--- src/rtl/fifo_level.sv ---
// Single-clock show-ahead FIFO with occupancy count and almost-full/almost-empty flags.
// Define FIFO_LEVEL_ERRFLAGS_EN to build the sticky OVERFLOW/UNDERFLOW flags.
module fifo_level #(
    parameter int DATA_WIDTH = 8,
    parameter int ADDR_EXP   = 4,
    parameter int AF_THRESH  = 12,
    parameter int AE_THRESH  = 2
) (
    input  logic                  CLK,
    input  logic                  RESET,
    input  logic                  ENABLE,
    input  logic                  FLUSH,
    input  logic [DATA_WIDTH-1:0] DATA_IN,
    input  logic                  PUSH,
    input  logic                  POP,
    output logic [DATA_WIDTH-1:0] DATA_OUT,
    output logic                  FULL,
    output logic                  EMPTY,
    output logic [ADDR_EXP:0]     LEVEL,
    output logic                  ALMOST_FULL,
    output logic                  ALMOST_EMPTY,
    output logic                  OVERFLOW,
    output logic                  UNDERFLOW
);
    localparam int DEPTH = 2 ** ADDR_EXP;
    localparam int LW    = ADDR_EXP + 1;

    localparam logic [LW-1:0] DEPTH_L = LW'(DEPTH);
    localparam logic [LW-1:0] AF_L    = LW'(AF_THRESH);
    localparam logic [LW-1:0] AE_L    = LW'(AE_THRESH);

    logic [DATA_WIDTH-1:0] r_mem [DEPTH];
    logic [ADDR_EXP-1:0]   r_rd_ptr;
    logic [ADDR_EXP-1:0]   r_wr_ptr;
    logic [LW-1:0]         r_level;

    logic w_clear;
    logic w_full;
    logic w_empty;
    logic w_accept_wr;
    logic w_accept_rd;

    // Flags come from the LEVEL register only, so PUSH/POP never reach them combinationally.
    assign w_full       = (r_level == DEPTH_L);
    assign w_empty      = (r_level == '0);
    assign w_clear      = RESET | ~ENABLE | FLUSH;
    assign w_accept_wr  = PUSH & (~w_full | POP);
    assign w_accept_rd  = POP & ~w_empty;

    assign FULL         = w_full;
    assign EMPTY        = w_empty;
    assign LEVEL        = r_level;
    assign ALMOST_FULL  = (r_level >= AF_L);
    assign ALMOST_EMPTY = (r_level <= AE_L);
    assign DATA_OUT     = w_empty ? '0 : r_mem[r_rd_ptr];

    // NOTE: storage has no reset; a clear only rewinds the pointers, and gating with
    // w_clear keeps a write issued alongside a clear from landing.
    always_ff @(posedge CLK) begin
        if (!w_clear && w_accept_wr) begin
            r_mem[r_wr_ptr] <= DATA_IN;
        end
    end

    // NOTE: state registers use non-blocking assignments so every update sees pre-edge values.
    always_ff @(posedge CLK) begin
        if (w_clear) begin
            r_rd_ptr <= '0;
            r_wr_ptr <= '0;
            r_level  <= '0;
        end else begin
            if (w_accept_wr) r_wr_ptr <= r_wr_ptr + 1'b1;
            if (w_accept_rd) r_rd_ptr <= r_rd_ptr + 1'b1;
            case ({w_accept_wr, w_accept_rd})
                2'b10:   r_level <= r_level + LW'(1);
                2'b01:   r_level <= r_level - LW'(1);
                default: r_level <= r_level;
            endcase
        end
    end

`ifdef FIFO_LEVEL_ERRFLAGS_EN
    logic r_overflow;
    logic r_underflow;

    always_ff @(posedge CLK) begin
        if (w_clear) begin
            r_overflow  <= 1'b0;
            r_underflow <= 1'b0;
        end else begin
            if (PUSH && w_full && !POP) r_overflow  <= 1'b1;
            if (POP && w_empty)         r_underflow <= 1'b1;
        end
    end

    assign OVERFLOW  = r_overflow;
    assign UNDERFLOW = r_underflow;
`else
    assign OVERFLOW  = 1'b0;
    assign UNDERFLOW = 1'b0;
`endif

endmodule

--- config.mk ---
export PLATFORM = sky130hd
export DESIGN_NAME = fifo_level
export DESIGN_NICKNAME = d
export VERILOG_FILES = /design/src/rtl/fifo_level.sv
export SDC_FILE = /design/constraint.sdc
export NUM_CORES = 1
export LEC_CHECK = 0
export CORE_ASPECT_RATIO = 0.5
export CORE_UTILIZATION = 50
export DETAILED_ROUTE_END_ITERATION = 6
export HOLD_SLACK_MARGIN = 0.15
export PLACE_DENSITY = 0.71
export SLEW_MARGIN = 10
export SYNTH_ARGS = -nofsm -noshare
export SYNTH_HDL_FRONTEND = slang
export SYNTH_SLANG_ARGS = --single-unit
--- constraint.sdc ---
create_clock -name CLK -period 3.5 [get_ports CLK]
set_clock_uncertainty 0.05 [all_clocks]
set_input_delay 1.05 -clock CLK [delete_from_list [all_inputs] [get_ports CLK]]
set_output_delay 1.05 -clock CLK [all_outputs]
set_load 0.01 [all_outputs]
==> results.toml <==
[timing]
min_period_ns = 3.40
worstMarginPinSlew_ns = 0.846
fmax_mhz = 295
hold_violations = 0
finalMaxSlewViolations = 0
setup_viol = 0
rsz0062_at_grt = "false"
slew-limit-headroom_pct = 43.5
tns_ns = 0
finalCritPeriodShare_pct = 97.0
setup_ws_ns = 0.105

[global_routing]
grt_usage_pct = 20.6
use_met2_pct = 33.3
top_usage_layer = "met2"
grt_pass1_vias = 3247
antenna_found_initial = 0
grt_util_met3_pct = 5.51
gr-total-overflow = 0
grt_pass1_wl_um = 18000
use_met1_pct = 28.0
grt_max_degree = 33

[logic_synthesis]
async_flop_share_pct = 0
synth-seq-area-share_pct = 70.3
syn_area_um2 = 5950
postSynthCellCount = 324
yosys-top-cells-area = "edfxtp_1, mux4_2, dfxtp_1"
ys.warnings.count = 0
synth_commonest_cells = "edfxtp_1, mux4_2, nor2_1"
ys_ff_latch = 145
ys_types = 45
ys.flop_type = "edfxtp_1"
yosysMostFrequentCell = "edfxtp_1"
syn_area_per_cell_um2 = 18.4
synthDominantCellAreaShare_pct = 64.6
synth_edf_count = 128
yosys.area.top_type = "edfxtp_1"

[setup_path]
crit_path_top_delay_cell = "mux4_2"
crit_path_start_kind = "flop"
arrival_ns = 2.30
crit_chain = "buf_12 -> buf_8 -> mux4_2 -> a211oi_2 -> a211oi_1 -> dlygate4sd2_1"
required_ns = 2.40
cp_top_family = "buffers and inverters"
cp_max_fo = 12
cpPeakStageDelay_ns = 0.52
setup.worst_path.class = "reg2out"
crit_buf_inv = 3
end_kind = "primary output"

[finish]
layout.nets = 402
diodes = 0
drive_gt1_share_pct = 24.0
area_delta_synth_final_pct = 19.5
final_area_um2 = 7110
fin_cells = 550

[floorplan]
start_util_pct = 52.7
fp.dieW_um = 156
io_pins = 33
core_area_um2 = 11300
die_y_um = 79.1
rows = 27
dieArea_um2 = 12400

[detailed_routing]
drc = 0
drtPass1Iterations = 4
vias = 3139
drt_iter0_drc = 225
drtAntennaViolNets = 0
wl_um = 11400
drt-vias-per-instance = 5.71
routedWlPerCell_um = 20.8

[clock_tree]
cts.sinks = 145
clock_latency_ns = 0.41
cts_tree = "done"
htreeDepth = 4
clkTransAtPathRegs_ns = 0.06
cts_root_buffer = "clkbuf_16"
clockBufferDepth = 2
postCtsHoldBufs = 0
postCtsSetupBuffers = 0
numCtsBuffers = 17

[placed_design]
placed_cell_area_um2 = 6520
place_ws_ns = 0.100
io_buffers = 30
place_inst = 517
dpl.hpwl_um = 7270
place.gp.congestion = 0.752

[pwr]
peakVddDrop_mv = 0.427
fin_total_pwr_w = 0.00354
p_per_area_nw_per_um2 = 498
leakage_nw = 2.34

[worst_hold_path]
min-delay-path-class = "reg2reg"

[status]
status = "finished, final reports clean"

[flow_run]
maxCapViolations = 0
-- cell type report --
class | count | area (um^2)
fill | 794 | 4180
clock buffer | 17 | 425
inverter | 4 | 15.0
timing repair buffer | 54 | 539
tap | 159 | 199
clock inverter | 15 | 95.1
multi-input combinational | 156 | 1650
sequential | 145 | 4190
-- worst paths after layout --
kind,slack (ns),to,depth (start not counted),from
hold reg to reg,0.46,r_rd_ptr[3]$_SDFFE_PP0P_,2,r_rd_ptr[3]$_SDFFE_PP0P_
setup reg to reg,0.77,LEVEL[4]$_SDFFE_PP0P_,9,LEVEL[1]$_SDFFE_PP0P_
hold / removal,0.46,r_rd_ptr[3]$_SDFFE_PP0P_,2,r_rd_ptr[3]$_SDFFE_PP0P_
setup / recovery,0.10,DATA_OUT[5],6,flop
-- cell families after synthesis --
| kind of cell | Yosys count | synth area share (%) |
|---|---|---|
| and+or+nand+nor | 63 | 5.70 |
| AOI/OAI and AO/OA | 33 | 3.98 |
| buffers and inverters | 24 | 2.63 |
| xor gates and xnor gates | 6 | 0.884 |
| muxes | 42 | 14.2 |
| DFF | 145 | 70.3 |
| adders and majority gates | 10 | 2.23 |
| other | 1 | 0.0630 |
-- worst reg2reg max path, delay by kind of cell, from the launching register on --
family	cells	cell delay [ns]
buf+inv	1	0.08
fa+ha+maj	2	0.66
compound gates	5	0.90
flops	1	0.38
simple gates	1	0.59
-- per-stage QoR --
stage          utilization (%)  hold WS (ns)
2_1_floorplan                -         0.409
3_3_place_gp              57.8         0.425
3_5_place_dp              57.8         0.451
4_1_cts                   62.8         0.460
5_1_grt                   63.0         0.493
6_report                  63.0         0.458
-- layer usage --
| metal | share of wire, % | up-vias |
|---|---|---|
| met1 | 45 | 1627 |
| li1 | - | 1416 |
| met3 | 6.0 | 4 |
| met5 | 0 | - |
| met2 | 49 | 92 |
| met4 | 0.54 | 0 |
-- cell usage in the layout, fill, tap and decap left out, types with 3 or more instances in the layout --
master,netlist,layout
buf_12,1,3
clkbuf_16,0,17
a211oi_1,17,10
clkdlybuf4s50_1,0,22
xor2_1,3,3
a21oi_1,5,5
nor2b_1,8,8
clkinv_1,0,4
mux4_2,26,26
clkinv_4,0,4
nor3_1,4,4
mux2i_1,10,10
buf_4,5,19
inv_1,3,3
a211oi_2,0,7
edfxtp_1,128,128
dlygate4sd2_1,0,5
nand3_1,10,10
dfxtp_1,17,16
nand2_1,4,4
xnor2_1,3,3
ha_1,9,9
clkinv_2,0,4
nor2_1,23,23
mux4_1,6,6
-- state kept, by name, summed over array words and instances (netlist names), named ones only --
| signal | count |
|---|---|
| r_mem | 128 |
| LEVEL | 5 |
| r_wr_ptr | 4 |
| r_rd_ptr | 4 |
-- timing repair --
item	in CTS	in global routing
pin swaps	0	0
endpoints found under the setup margin	8	6
resized for setup	14	9
cloned	1	0
-- power breakdown --
| part | switching, W | internal [W] | total, W |
|---|---|---|---|
| sequential | 0.00000234 | 0.00188 | 0.00189 |
| clock | 0.000675 | 0.000897 | 0.00157 |
| combinational | 0.0000468 | 0.0000321 | 0.0000789 |
| total | 0.000724 | 0.00281 | 0.00354 |
(Power assumes the default switching activity.)
